==> config.mk <==
export PLATFORM = sky130hd
export DESIGN_NAME = fifo_frame_reader
export DESIGN_NICKNAME = d
export VERILOG_FILES = /design/src/rtl/fifo_frame_reader_pkg.sv /design/src/rtl/frame_checksum_acc.sv /design/src/rtl/fifo_frame_reader.sv
export SDC_FILE = /design/constraint.sdc
export NUM_CORES = 1
export LEC_CHECK = 0
export ABC_CLOCK_PERIOD_IN_PS = 3700
export BUFFER_PORTS_ARGS = -buffer_cell sky130_fd_sc_hd__buf_4
export CAP_MARGIN = 20
export CORE_UTILIZATION = 47
export DETAILED_ROUTE_END_ITERATION = 8
export GPL_TIMING_DRIVEN = 0
export PLACE_DENSITY = 0.72
export SYNTH_ARGS = -nofsm -noshare
export SYNTH_HDL_FRONTEND = slang
export SYNTH_SLANG_ARGS = --single-unit
==> constraint.sdc <==
create_clock -name clk -period 3.7 [get_ports clk]
set_input_delay 0.74 -clock clk [delete_from_list [all_inputs] [get_ports clk]]
set_output_delay 0.74 -clock clk [all_outputs]
set_load 0.01 [all_outputs]
==> src/rtl/fifo_frame_reader_pkg.sv <==
// Shared definitions for the FIFO frame reader.
//
// Holds the two-bit word-type tags placed in the top bits of every output
// word, the reader FSM state encoding, counter widths and the bit offsets
// of the trailer fields. The offsets are relative to a 38-bit field block.
// That block is left-justified inside the payload when DATA_WIDTH > 40.
package fifo_frame_reader_pkg;

  // Word-type tags carried in outData[DW-1:DW-2].
  localparam logic [1:0] WT_FILLER  = 2'b00;
  localparam logic [1:0] WT_HEADER  = 2'b01;
  localparam logic [1:0] WT_DATA    = 2'b10;
  localparam logic [1:0] WT_TRAILER = 2'b11;

  // Reader FSM states.
  typedef enum logic [1:0] {
    ST_IDLE  = 2'd0,
    ST_DATA  = 2'd1,
    ST_TRAIL = 2'd2
  } state_t;

  // Counter widths.
  localparam int FCNT_WIDTH = 12;  // completed-frame counter
  localparam int CNT_WIDTH  = 8;   // data words in the current frame
  localparam int XOR_WIDTH  = 16;  // checksum width
  localparam int RSVD_WIDTH = 2;   // reserved zero bits in the trailer

  // Trailer field block:
  //   [37:26] frameCnt, [25:18] nWords, [17:16] reserved, [15:0] xor16
  localparam int TRL_FIELD_BITS = FCNT_WIDTH + CNT_WIDTH + RSVD_WIDTH + XOR_WIDTH;
  localparam int TRL_XOR_LSB    = 0;
  localparam int TRL_RSVD_LSB   = TRL_XOR_LSB + XOR_WIDTH;
  localparam int TRL_NWORDS_LSB = TRL_RSVD_LSB + RSVD_WIDTH;
  localparam int TRL_FCNT_LSB   = TRL_NWORDS_LSB + CNT_WIDTH;

endpackage

==> src/rtl/frame_checksum_acc.sv <==
// 16-bit XOR accumulator for the frame trailer checksum.
//
// Ports:
//   clk       in   clock, rising edge
//   reset     in   synchronous active-low reset, clears the sum
//   i_clear   in   clear the sum at this edge (takes priority over i_enable)
//   i_enable  in   fold i_data into the sum at this edge
//   i_data    in   16-bit value to fold in
//   o_sum     out  running XOR of all values folded in since the last clear
module frame_checksum_acc
  import fifo_frame_reader_pkg::*;
(
  input  logic                 clk,
  input  logic                 reset,
  input  logic                 i_clear,
  input  logic                 i_enable,
  input  logic [XOR_WIDTH-1:0] i_data,
  output logic [XOR_WIDTH-1:0] o_sum
);

  logic [XOR_WIDTH-1:0] r_sum;

  always_ff @(posedge clk) begin
    if (!reset) begin
      r_sum <= '0;
    end else if (i_clear) begin
      r_sum <= '0;
    end else if (i_enable) begin
      r_sum <= r_sum ^ i_data;
    end
  end

  assign o_sum = r_sum;

endmodule

==> src/rtl/fifo_frame_reader.sv <==
// FIFO frame reader: the read-side consumer of the hit FIFO.
//
// It pops words from a first-word-fall-through FIFO and wraps them in frames:
// a header, 1..MAX_WORDS data words, then a trailer carrying the word count
// and an XOR checksum. Frames go out on a registered valid/ready stream.
//
// Handshake: a word moves downstream on every rising edge where
// outValid && outReady. outData and outValid change only on "load" edges,
// where load = !outValid || outReady. A word is therefore held stable while
// it waits to be accepted. A FIFO pop (fifoRden) only happens on a load edge
// in which a data word is loaded.
//
// Ports:
//   clk          in   clock, rising edge
//   reset        in   synchronous active-low reset
//   enable       in   allows new frames to start; a frame in progress completes
//   fifoEmpty    in   FIFO empty flag
//   fifoData     in   FIFO head word (valid while fifoEmpty=0)
//   fifoRden     out  pop strobe, combinational
//   outData      out  registered output word {type[1:0], payload}
//   outValid     out  registered output valid
//   outReady     in   downstream accept
//   frameCnt     out  completed-frame counter, wraps modulo 4096
//   o_dbg_state  out  current FSM state, for observation only
module fifo_frame_reader
  import fifo_frame_reader_pkg::*;
#(
  parameter int DATA_WIDTH = 40,  // must be >= 40 so the trailer fields fit
  parameter int MAX_WORDS  = 16   // 1..255
) (
  input  logic                  clk,
  input  logic                  reset,
  input  logic                  enable,
  input  logic                  fifoEmpty,
  input  logic [DATA_WIDTH-3:0] fifoData,
  output logic                  fifoRden,
  output logic [DATA_WIDTH-1:0] outData,
  output logic                  outValid,
  input  logic                  outReady,
  output logic [FCNT_WIDTH-1:0] frameCnt,
  output state_t                o_dbg_state
);

  localparam int                   PW       = DATA_WIDTH - 2;  // payload width
  localparam logic [CNT_WIDTH-1:0] MAX_CNT  = CNT_WIDTH'(MAX_WORDS);
  localparam logic [CNT_WIDTH-1:0] CNT_ONE  = CNT_WIDTH'(1);
  localparam logic [FCNT_WIDTH-1:0] FCNT_ONE = FCNT_WIDTH'(1);

  // Header payload: frame number in the top bits, zeros below.
  function automatic logic [PW-1:0] header_payload(input logic [FCNT_WIDTH-1:0] f);
    return PW'(f) << (PW - FCNT_WIDTH);
  endfunction

  // Registered state.
  state_t                r_state;
  logic [DATA_WIDTH-1:0] r_out_data;
  logic                  r_out_valid;
  logic [CNT_WIDTH-1:0]  r_cnt;
  logic [FCNT_WIDTH-1:0] r_frame_cnt;

  // Next-state and control signals.
  state_t                w_state_nxt;
  logic [DATA_WIDTH-1:0] w_data_nxt;
  logic                  w_valid_nxt;
  logic [CNT_WIDTH-1:0]  w_cnt_nxt;
  logic [FCNT_WIDTH-1:0] w_fcnt_nxt;
  logic [FCNT_WIDTH-1:0] w_fcnt_inc;
  logic                  w_load;
  logic                  w_room;
  logic                  w_pop;
  logic                  w_sum_clr;
  logic                  w_sum_en;
  logic [XOR_WIDTH-1:0]  w_sum;
  logic [TRL_FIELD_BITS-1:0] w_trl_fields;
  logic [PW-1:0]         w_trl_payload;

  assign w_load     = !r_out_valid || outReady;
  assign w_room     = (r_cnt < MAX_CNT);
  assign w_fcnt_inc = r_frame_cnt + FCNT_ONE;

  // Trailer fields. r_cnt and w_sum already include every data word of the
  // frame, because the trailer is loaded on the edge after the last pop.
  always_comb begin
    w_trl_fields = '0;
    w_trl_fields[TRL_FCNT_LSB +: FCNT_WIDTH]   = r_frame_cnt;
    w_trl_fields[TRL_NWORDS_LSB +: CNT_WIDTH]  = r_cnt;
    w_trl_fields[TRL_RSVD_LSB +: RSVD_WIDTH]   = '0;
    w_trl_fields[TRL_XOR_LSB +: XOR_WIDTH]     = w_sum;
  end

  assign w_trl_payload = PW'(w_trl_fields) << (PW - TRL_FIELD_BITS);

  frame_checksum_acc u_checksum (
    .clk      (clk),
    .reset    (reset),
    .i_clear  (w_sum_clr),
    .i_enable (w_sum_en),
    .i_data   (fifoData[XOR_WIDTH-1:0]),
    .o_sum    (w_sum)
  );

  // State and output registers.
  always_ff @(posedge clk) begin
    if (!reset) begin
      r_state     <= ST_IDLE;
      r_out_data  <= '0;
      r_out_valid <= 1'b0;
      r_cnt       <= '0;
      r_frame_cnt <= '0;
    end else begin
      r_state     <= w_state_nxt;
      r_out_data  <= w_data_nxt;
      r_out_valid <= w_valid_nxt;
      r_cnt       <= w_cnt_nxt;
      r_frame_cnt <= w_fcnt_nxt;
    end
  end

  // Next-state and output logic.
  always_comb begin
    w_state_nxt = r_state;
    w_data_nxt  = r_out_data;
    w_valid_nxt = r_out_valid;
    w_cnt_nxt   = r_cnt;
    w_fcnt_nxt  = r_frame_cnt;
    w_pop       = 1'b0;
    w_sum_clr   = 1'b0;
    w_sum_en    = 1'b0;

    case (r_state)
      ST_IDLE: begin
        if (w_load) begin
          if (enable && !fifoEmpty) begin
            w_data_nxt  = {WT_HEADER, header_payload(r_frame_cnt)};
            w_valid_nxt = 1'b1;
            w_cnt_nxt   = '0;
            w_sum_clr   = 1'b1;
            w_state_nxt = ST_DATA;
          end else begin
            w_valid_nxt = 1'b0;
          end
        end
      end

      ST_DATA: begin
        if (w_load) begin
          if (!fifoEmpty && w_room) begin
            w_pop       = 1'b1;
            w_data_nxt  = {WT_DATA, fifoData};
            w_valid_nxt = 1'b1;
            w_cnt_nxt   = r_cnt + CNT_ONE;
            w_sum_en    = 1'b1;
          end else begin
            // The FIFO ran dry or the frame is full: close the frame now.
            w_data_nxt  = {WT_TRAILER, w_trl_payload};
            w_valid_nxt = 1'b1;
            w_state_nxt = ST_TRAIL;
          end
        end
      end

      ST_TRAIL: begin
        // The trailer is always valid here, so load reduces to outReady.
        if (outReady) begin
          w_fcnt_nxt = w_fcnt_inc;
          if (enable && !fifoEmpty) begin
            // Back-to-back frame: the next header carries the new count.
            w_data_nxt  = {WT_HEADER, header_payload(w_fcnt_inc)};
            w_valid_nxt = 1'b1;
            w_cnt_nxt   = '0;
            w_sum_clr   = 1'b1;
            w_state_nxt = ST_DATA;
          end else begin
            w_valid_nxt = 1'b0;
            w_state_nxt = ST_IDLE;
          end
        end
      end

      default: begin
        w_valid_nxt = 1'b0;
        w_state_nxt = ST_IDLE;
      end
    endcase
  end

  // Gated by reset so no word is popped and lost while the reader is held.
  assign fifoRden    = w_pop && reset;
  assign outData     = r_out_data;
  assign outValid    = r_out_valid;
  assign frameCnt    = r_frame_cnt;
  assign o_dbg_state = r_state;

endmodule

# --- Word-level counts from Yosys, hierarchy flattened ---
# Cells that the tools add are included.
totals:
  ff_bits: 79
  wordCells: 65
classes:
  n_addsub: 2
  magnitude_cmp: 1
  n_eq_ne: 9
  mux: 31
  bitwise: 2
  reduce_logical: 14
op_table:
  columns: ["cell", "n"]
  rows:
  - ["$mux 40", 5]
  - ["$pmux 40 s3", 1]
  - ["$mux 8", 5]
  - ["$mux 39", 1]
  - ["$pmux 8 s3", 1]
  - ["$xor 16x16->16", 1]
  - ["$ne 2x2->1 const B", 7]
  - ["$add 12x1->12 const B", 1]
  - ["$mux 1", 10]
  - ["$mux 2", 5]
  - ["$reduce_and 5->1", 2]
  - ["$add 8x1->8 const B", 1]
  - ["$lt 8x5->1 const B", 1]
  - ["$pmux 2 s3", 1]
  - ["$reduce_and 6->1", 1]
  - ["$logic_and 1x1->1", 3]
  - ["$pmux 1 s3", 1]
  - ["$reduce_and 3->1", 1]
  - ["$reduce_bool 3->1", 1]
  - ["$eq 2x1->1 const B", 1]
  - ["$eq 2x2->1 const B", 1]
  - ["$logic_not 1->1", 2]
  - ["$logic_not 2->1", 1]
  - ["$pmux 1 s2", 1]
  - ["other kinds (4)", 4]

# --- Logic depth before layout (Yosys ltp) ---
# Gate-level depths: netlist (run 1).
depth:
  depth_word: 6
  depth_mapped: 10
  ltp_nobuf: 7

# --- Hierarchy ---
# Synthesis (run 1) repeated with hierarchy kept, for this count alone.
hier_totals:
  cells_unflattened: 442
  hier_area_um2: 3857.4
by_module_without_submodules:
  columns: ["mod", "instances", "cells_per_inst", "area_each_um2", "seq_area_each_um2"]
  rows:
  - ["fifo_frame_reader", 1, 372, 3103.0, 1261.2]
  - ["frame_checksum_acc", 1, 70, 754.5, 320.3]

# --- Least setup slack after synthesis (run 1) ---
# OpenSTA, ideal clock, no wires.
synth_timing:
  kind: "input port to output port"
  start: "input port fifoEmpty"
  end: "output port fifoRden"
  arrival_time_ns: 1.766
  required_time_ns: 2.960
  path_slack_ns: 1.194
  stages: 3
  cell_sequence: "or4_1 > buf_6 > nor4_1"
synth_via:
  elab_chain_len: 6
synth_rtl:
  columns: ["element", "line", "text"]
  rows:
  - ["start: declaration", "fifo_frame_reader.sv:34", "input logic fifoEmpty,"]
  - ["$logic_not 1->1", "fifo_frame_reader.sv:147", "if (!fifoEmpty && w_room) begin"]
  - ["$logic_and 1x1->1", "fifo_frame_reader.sv:147", null]
  - ["$mux 1", "fifo_frame_reader.sv:147", null]
  - ["$mux 1", "fifo_frame_reader.sv:146", "if (w_load) begin"]
  - ["$mux 1", "fifo_frame_reader.sv:130", "case (r_state)"]
  - ["$logic_and 1x1->1", "fifo_frame_reader.sv:188", "assign fifoRden = w_pop && reset;"]
  - ["end: declaration", "fifo_frame_reader.sv:36", "output logic fifoRden,"]
# Every way passes these cells.

# --- Final worst setup path (run 1) ---
layout_timing:
  start: "register r_state[0], in the netlist o_dbg_state[0]"
  end: "register r_out_data[37], in the netlist outData[37]"
layout_via:
  elab_chain_len: 3
  elab_cells_between_ends: 11
layout_rtl:
  columns: ["element", "line", "text"]
  rows:
  - ["start: declaration", "fifo_frame_reader.sv:55", "state_t r_state;"]
  - ["start signal: assignment", "fifo_frame_reader.sv:111", "r_state <= w_state_nxt;"]
  - ["$eq 2x2->1 (tied with other cells)", "fifo_frame_reader.sv:130", null]
  - ["$ne 2x2->1 (no source line) / $reduce_bool 3->1 (equally long branches)", null, null]
  - ["$reduce_and 6->1 (no source line)", null, null]
  - ["end signal: assignment", "fifo_frame_reader.sv:112", "r_out_data <= w_data_nxt;"]
  - ["end: declaration", "fifo_frame_reader.sv:56", "logic [DATA_WIDTH-1:0] r_out_data;"]
# Several ways; a longest one is shown, not always the timed one.
# A chain may end at the register's enable or synchronous reset.

==> key figures, run 1 <==
Status
  • Outcome: complete, no violations

Floorplan
  • I/O pin count: 99
  • Die height: 91.2 µm
  • Row cnt: 32
  • Initial Utilization: 48.4%
  • Die Span X: 91.2 µm
  • Die Area: 8330 µm²
  • CORE AREA: 7730 µm²

Power and ir drop
  • Peak supply drop: 0.191 mV
  • Switch share: 38.9%
  • Sequential share of power: 40.9%
  • Static leakage: 1.92 nW
  • Switch Pwr: 911 µW
  • Pwr Density: 491 nW/µm²
  • Pint: 1.43 mW
  • Clk network pwr share: 25.7%
  • Comb pwr share: 33.4%

Clocking
  • CTS tree: yes
  • Clk buf depth: 2
  • PostCTS Resize Cnt: 0
  • Sink Count: 79
  • Clk pin slew, worst setup/hold paths: 0.09 ns
  • CTS buffer count: 9
  • Clock Tree Root: clkbuf_8
  • # hold bufs at CTS: 0
  • Setup Fix Bufs, Post-CTS: 0
  • # H-tree levels: 3
  • Clock Latency Late Sink: 0.36 ns

Layout
  • Register area: 1580 µm²
  • N_diodes: 0
  • Layout cells sized above 1: 27.2%
  • Nets: 589
  • Finished Layout Cells: 647
  • Filler cells: 676
  • Most frequent cells in the layout: buf_4, dfxtp_1, nor2_1, nand2_1, a22oi_1
  • Area of the multi-input gates: 2020 µm²
  • Area grow syn2layout: 27.6%
  • Core Util, Final: 61.8%
  • Commonest non-fill, non-tap cell in the layout: buf_4

STA
  • Final Hold Viols: 0
  • Maximum clock frequency: 361 MHz
  • Max transition margin: 53.9%
  • Worst-Margin Slew: 0.688 ns
  • Post-route minimum period: 2.77 ns
  • RSZ-0062 raised after global routing: no
  • Clock skew: 0.0118 ns
  • Final setup fails: 0
  • PnR worst setup slack: 0.927 ns
  • Slew Viols, Final: 0
  • Period utilization: 74.9%
  • Setup_tns: 0 ns

Worst setup path
  • WS Path Type: reg2reg
  • WP data required: 3.97 ns
  • Critical Path Sink Type: flop
  • CP Launch Type: flop
  • Worst-path maximum fanout: 10
  • Worst Path Arrival: 3.05 ns

Global route
  • Initial antenna violation count: 0
  • Busiest layer in global routing: met2
  • Met1 usage: 33.9%
  • Tot GR Track Use: 26.0%
  • Largest net degree at the start of global routing: 16
  • GRT Residual Overflow: 0
  • First-pass GRT wire length: 16900 µm
  • GR met3 Demand/Resource: 4.36%
  • Number of global-route vias before repair: 3304
  • Met2 Usage GRT: 44.1%

Logic synthesis
  • Commonest register cell after synthesis: dfxtp_1
  • Post-synth ARST share: 0%
  • Sequential fraction of the synthesis area: 42.2%
  • Warnings from Yosys: 0
  • Syn Std Cell Area: 3740 µm²
  • Post-synth net total: 481
  • Post-synth EDFFs: 0
  • Synth cell types: 52
  • Synth Instances: 432
  • Avg Synthesized Cell Area: 8.67 µm²
  • Flops & latches, synth: 79

Route
  • Via count: 3629
  • Antenna Nets Post-Route: 0
  • 1st-iter DRT viols: 254
  • DRC viols: 0
  • Wire per inst: 16.5 µm
  • Drt pass-1 iters: 5
  • WL final: 10700 µm
  • DR vias/cell: 5.61

Hold path
  • Worst Hold Class: reg2reg

Placed design
  • Setup WS pre-CTS: 0.952 ns
  • Routability Congestion: 0.868
  • Post-DP HPWL: 7720 µm
  • Placed insts: 631
  • Port buffer count: 97

Flow run
  • Max-Cap Viols: 0
## flip-flops by register name (all words and copies together), names as in the netlist
| signal | count |
|---|---|
| outData | 40 |
| u_checksum.o_sum | 16 |
| frameCnt | 12 |
| r_cnt | 8 |
| o_dbg_state | 2 |
| outValid | 1 |
## metrics by stage
step	cell area [µm²]	power (mW)	hold WS [ns]
CTS	4780	2.35	0.494
floorplan	3740	1.48	0.449
global route	4780	2.46	0.521
global placement	4600	1.74	0.467
detailed placement	4600	1.75	0.470
finish	4780	2.34	0.499
## cell families after synthesis
kind of cell	after synthesis	share of synthesized area, %
fa+ha+maj	6	2.01
mux	17	5.08
simple gates	174	22.3
buf+inv	31	3.91
xor+xnor	32	7.49
compound gates	93	17.0
flops	79	42.2
## power by group through the flow
stage	clock [mW]	combinational, mW	sequential (mW)
after detailed placement	0	0.772	0.979
after global placement	0	0.761	0.975
after CTS	0.607	0.779	0.959
final	0.601	0.783	0.960
after global routing	0.639	0.857	0.967
after floorplan	0	0.493	0.984
## final cells by class
class	instances	share of cell area, %
Timing Repair Buffer	97	15.2
Sequential cell	79	33.1
Buffer	24	2.51
Clock inverter	7	1.15
Clock buffer	9	2.59
Multi-Input combinational cell	322	42.2
Inverter	7	0.550
Tap cell	102	2.67
## cells in the mapped netlist, types with 3 or more instances
| cell type | instances | area share [%] |
|---|---|---|
| a31oi_1 | 7 | 1.2 |
| nand2_1 | 41 | 4.1 |
| xnor2_1 | 10 | 2.3 |
| nand4_1 | 6 | 1.0 |
| a222oi_1 | 6 | 1.6 |
| dfxtp_1 | 79 | 42 |
| nor2_1 | 73 | 7.3 |
| clkbuf_1 | 14 | 1.4 |
| inv_1 | 6 | 0.60 |
| nor2b_1 | 5 | 0.84 |
| and3_1 | 3 | 0.50 |
| xor2_1 | 22 | 5.1 |
| mux2_2 | 16 | 4.8 |
| or3_1 | 9 | 1.5 |
| buf_2 | 6 | 0.80 |
| a21oi_1 | 23 | 3.1 |
| nor3b_1 | 3 | 0.60 |
| nand2b_1 | 3 | 0.50 |
| or4_1 | 3 | 0.60 |
| a22oi_1 | 25 | 5.0 |
| nand3_1 | 10 | 1.3 |
| o21ai_0 | 14 | 1.9 |
| nor3_1 | 9 | 1.2 |
| ha_1 | 6 | 2.0 |
## worst max-delay path, stage by stage, from the launching register on
cell      delay (ns)
dfxtp_1         0.45
inv_1           0.10
ha_1            0.20
clkbuf_1        0.18
nor3_1          0.43
o221ai_2        0.27
nor4_4          0.60
buf_6           0.25
a22oi_1         0.08
a31oi_1         0.14
## metal layers
metal	vias up	wire, µm
met5	-	0
met4	0	113
met3	14	710
met2	140	5150
met1	1733	4730
li1	1742	-
## worst paths after layout
check / cells past startpoint / endpoint / slack (ns) / from
hold reg to reg: 2 / outData[24] / 0.50 / outData[24]
setup reg to reg: 9 / outData[37] / 0.93 / o_dbg_state[0]
setup / recovery: 9 / outData[37] / 0.93 / o_dbg_state[0]
hold / removal: 2 / outData[24] / 0.50 / outData[24]
Power figures use the tool's default switching activity.
==> run 2, diff against run 1 <==
--- a/config.mk
+++ b/config.mk
@@ -5,13 +5,13 @@
 export SDC_FILE = /design/constraint.sdc
 export NUM_CORES = 1
 export LEC_CHECK = 0
-export ABC_CLOCK_PERIOD_IN_PS = 3700
+export ABC_CLOCK_PERIOD_IN_PS = 2300
 export BUFFER_PORTS_ARGS = -buffer_cell sky130_fd_sc_hd__buf_4
 export CAP_MARGIN = 20
 export CORE_UTILIZATION = 47
 export DETAILED_ROUTE_END_ITERATION = 8
 export GPL_TIMING_DRIVEN = 0
-export PLACE_DENSITY = 0.72
+export PLACE_DENSITY = 0.75
 export SYNTH_ARGS = -nofsm -noshare
 export SYNTH_HDL_FRONTEND = slang
 export SYNTH_SLANG_ARGS = --single-unit
==> constraint.sdc (replaced) <==
create_clock -name clk -period 2.3 [get_ports clk]
set_input_delay 0.46 -clock clk [delete_from_list [all_inputs] [get_ports clk]]
set_output_delay 0.46 -clock clk [all_outputs]
set_load 0.01 [all_outputs]
==> run 2 against run 1 <==
  * Via count rose by 3.3%
  * Maximum frequency rose by 28%
  * Global-route usage rose by 1.3 points
  * Worst hold slack got worse by 0.14 ns
  * Routed wire length rose by 4.3%
  * Final cell count rose by 1.5%
  * Non-clock buffer count rose by 10
  * Clock-buffer cell count rose by 2
  * Register-to-register slack got worse by 0.79 ns
  * Core utilization rose by 3.0 points
  * Clock power rose by 88%
  * Clock skew fell by 0.0045 ns
  * Largest power group unchanged
==> key figures, run 2 (synthesis results as in run 1) <==
Worst setup path
  • Worst-path maximum fanout: 10 (unchanged)
  • Reg-to-Reg End: outData[36] (was outData[37])
  • WS Path Type: reg2reg (unchanged)
  • CP Launch Type: flop (unchanged)
  • WP data required: 2.56 ns (was 3.97 ns)
  • Critical Path Sink Type: flop (unchanged)
  • Worst r2r path cells: 8 (was 9)
  • RR Startpoint: o_dbg_state[0] (unchanged)
  • Worst Path Arrival: 2.41 ns (was 3.05 ns)
  • Reg2Reg Setup Slack: 0.14 ns (was 0.93 ns)

Layout
  • Max FFs per register: 40 (unchanged)
  • Register area: 1590 µm² (was 1580 µm²)
  • Area of the multi-input gates: 2110 µm² (was 2020 µm²)
  • Most frequent cells in the layout: buf_4, dfxtp_1, nor2_1, nand2_1, a22oi_1 (unchanged)
  • Commonest non-fill, non-tap cell in the layout: buf_4 (unchanged)
  • Filler cells: 660 (was 676)
  • N_diodes: 0 (unchanged)
  • Area grow syn2layout: 33.9% (was 27.6%)
  • Nets: 599 (was 589)
  • Core Util, Final: 64.8% (was 61.8%)
  • Finished Layout Cells: 657 (was 647)
  • Layout cells sized above 1: 31.9% (was 27.2%)

Clocking
  • # H-tree levels: 3 (unchanged)
  • Clk buf depth: 2 (unchanged)
  • Clock Latency Late Sink: 0.35 ns (was 0.36 ns)
  • # hold bufs at CTS: 0 (unchanged)
  • CTS tree: yes (unchanged)
  • Clock Tree Root: clkbuf_8 (unchanged)
  • Sink Count: 79 (unchanged)
  • CTS buffer count: 9 (unchanged)
  • Clk pin slew, worst setup/hold paths: 0.08 ns (was 0.09 ns)

STA
  • Post-route minimum period: 2.16 ns (was 2.77 ns)
  • Clock skew: 0.00731 ns (was 0.0118 ns)
  • Max transition margin: 59.2% (was 53.9%)
  • Worst-Margin Slew: 0.606 ns (was 0.688 ns)
  • Period utilization: 93.8% (was 74.9%)
  • Maximum clock frequency: 463 MHz (was 361 MHz)
  • Slew Viols, Final: 0 (unchanged)
  • RSZ-0062 raised after global routing: no (unchanged)
  • Final Hold Viols: 0 (unchanged)
  • Final setup fails: 0 (unchanged)
  • PnR worst setup slack: 0.142 ns (was 0.927 ns)

Floorplan
  • Die Area: 8330 µm² (unchanged)
  • Die height: 91.2 µm (unchanged)
  • Row cnt: 32 (unchanged)
  • CORE AREA: 7730 µm² (unchanged)
  • I/O pin count: 99 (unchanged)
  • Die Span X: 91.2 µm (unchanged)
  • Initial Utilization: 48.4% (unchanged)

Hold path
  • WHS Path Cells: 3 (was 2)
  • Hold endpoint: outData[16] (was outData[24])
  • Min-Delay Startpoint: fifoData[16] (was outData[24])
  • Worst Hold Class: in2reg (was reg2reg)

Power and ir drop
  • Comb pwr share: 35.0% (was 33.4%)
  • Pwr Density: 826 nW/µm² (was 491 nW/µm²)
  • Pint: 2.63 mW (was 1.43 mW)
  • Switch Pwr: 1.51 mW (was 911 µW)
  • Total design power: 4.14 mW (was 2.34 mW)
  • Static leakage: 2.01 nW (was 1.92 nW)
  • Sequential share of power: 37.7% (was 40.9%)
  • Clk network pwr share: 27.4% (was 25.7%)
  • Switch share: 36.5% (was 38.9%)
  • Peak supply drop: 0.397 mV (was 0.191 mV)

Route
  • Via count: 3750 (was 3629)
  • DR vias/cell: 5.71 (was 5.61)
  • Wire per inst: 17.0 µm (was 16.5 µm)
  • 1st-iter DRT viols: 204 (was 254)
  • Drt pass-1 iters: 6 (was 5)
  • Antenna Nets Post-Route: 0 (unchanged)
  • WL final: 11200 µm (was 10700 µm)
  • DRC viols: 0 (unchanged)

Global route
  • First-pass GRT wire length: 17800 µm (was 16900 µm)
  • Largest net degree at the start of global routing: 14 (was 16)
  • Tot GR Track Use: 27.3% (was 26.0%)
  • Number of global-route vias before repair: 3579 (was 3304)
  • Initial antenna violation count: 0 (unchanged)
  • GRT Residual Overflow: 0 (unchanged)

Status
  • Outcome: complete, no violations (unchanged)

Placed design
  • Post-DP HPWL: 7930 µm (was 7720 µm)
  • Routability Congestion: 0.913 (was 0.868)
  • Placed insts: 631 (unchanged)
  • Setup WS pre-CTS: -0.383 ns (was 0.952 ns)
  • Port buffer count: 97 (unchanged)

Flow run
  • Max-Cap Viols: 0 (unchanged)
## run 2: power by group through the flow
stage                     Clock (mW)  Sequential [mW]  Combinational, mW
after floorplan                    0             1.58              0.794
after global placement             0             1.57               1.22
after detailed placement           0             1.58               1.25
after CTS                       1.14             1.55               1.38
after global routing            1.20             1.57               1.56
final                           1.13             1.56               1.45
## run 2: what timing repair did
| action | 4_1_cts | 5_1_grt |
|---|---|---|
| setup endpoints to repair | 49 | 47 |
| setup buffers | 9 | 3 |
| pin swaps | 2 | 3 |
| resized for setup | 19 | 13 |
## run 2: how the worst max path moves through the flow
stage                         startpoint     endpoint  depth (start not counted)
after floorplan           o_dbg_state[0]  outData[18]                          9
after global routing            r_cnt[4]  outData[14]                          7
after global placement    o_dbg_state[0]  outData[35]                          9
after CTS                       r_cnt[4]     fifoRden                          4
after detailed placement  o_dbg_state[0]  outData[32]                          9
final                     o_dbg_state[0]  outData[36]                          8
## run 2: layer usage
layer	global-route usage, %	vias to the layer above	share of wire, %	routed length [µm]
met1	35.2	1828	44	4930
met4	8.86	0	1.5	162
li1	-	1768	-	-
met2	46.5	140	49	5420
met3	4.27	14	5.9	654
met5	0	-	0	0
## run 2: final cells by class
type	instances	share of cell area, %
clock inverters	5	1.65
repair buffers	109	16.3
well taps	102	2.55
multi-input cells	322	42.2
plain buffers	22	2.40
inverters	7	0.524
clock buffers	11	2.62
flip-flops and latches	79	31.8
## run 2: critical path, stage by stage (launching register included)
cell	delay, ns
dfxtp_4	0.38
inv_1	0.09
ha_2	0.33
o21bai_4	0.12
o221ai_4	0.31
buf_4	0.25
buf_2	0.27
a21oi_1	0.07
a311oi_1	0.25
## run 2: stage by stage
step	setup TNS (ns)	area [µm²]	hold WS, ns
CTS	0	4960	0.356
global placement	-6.95	4600	0.466
detailed placement	-10.65	4600	0.473
floorplan	0	3740	0.449
finish	0	5010	0.361
global route	0	5010	0.370
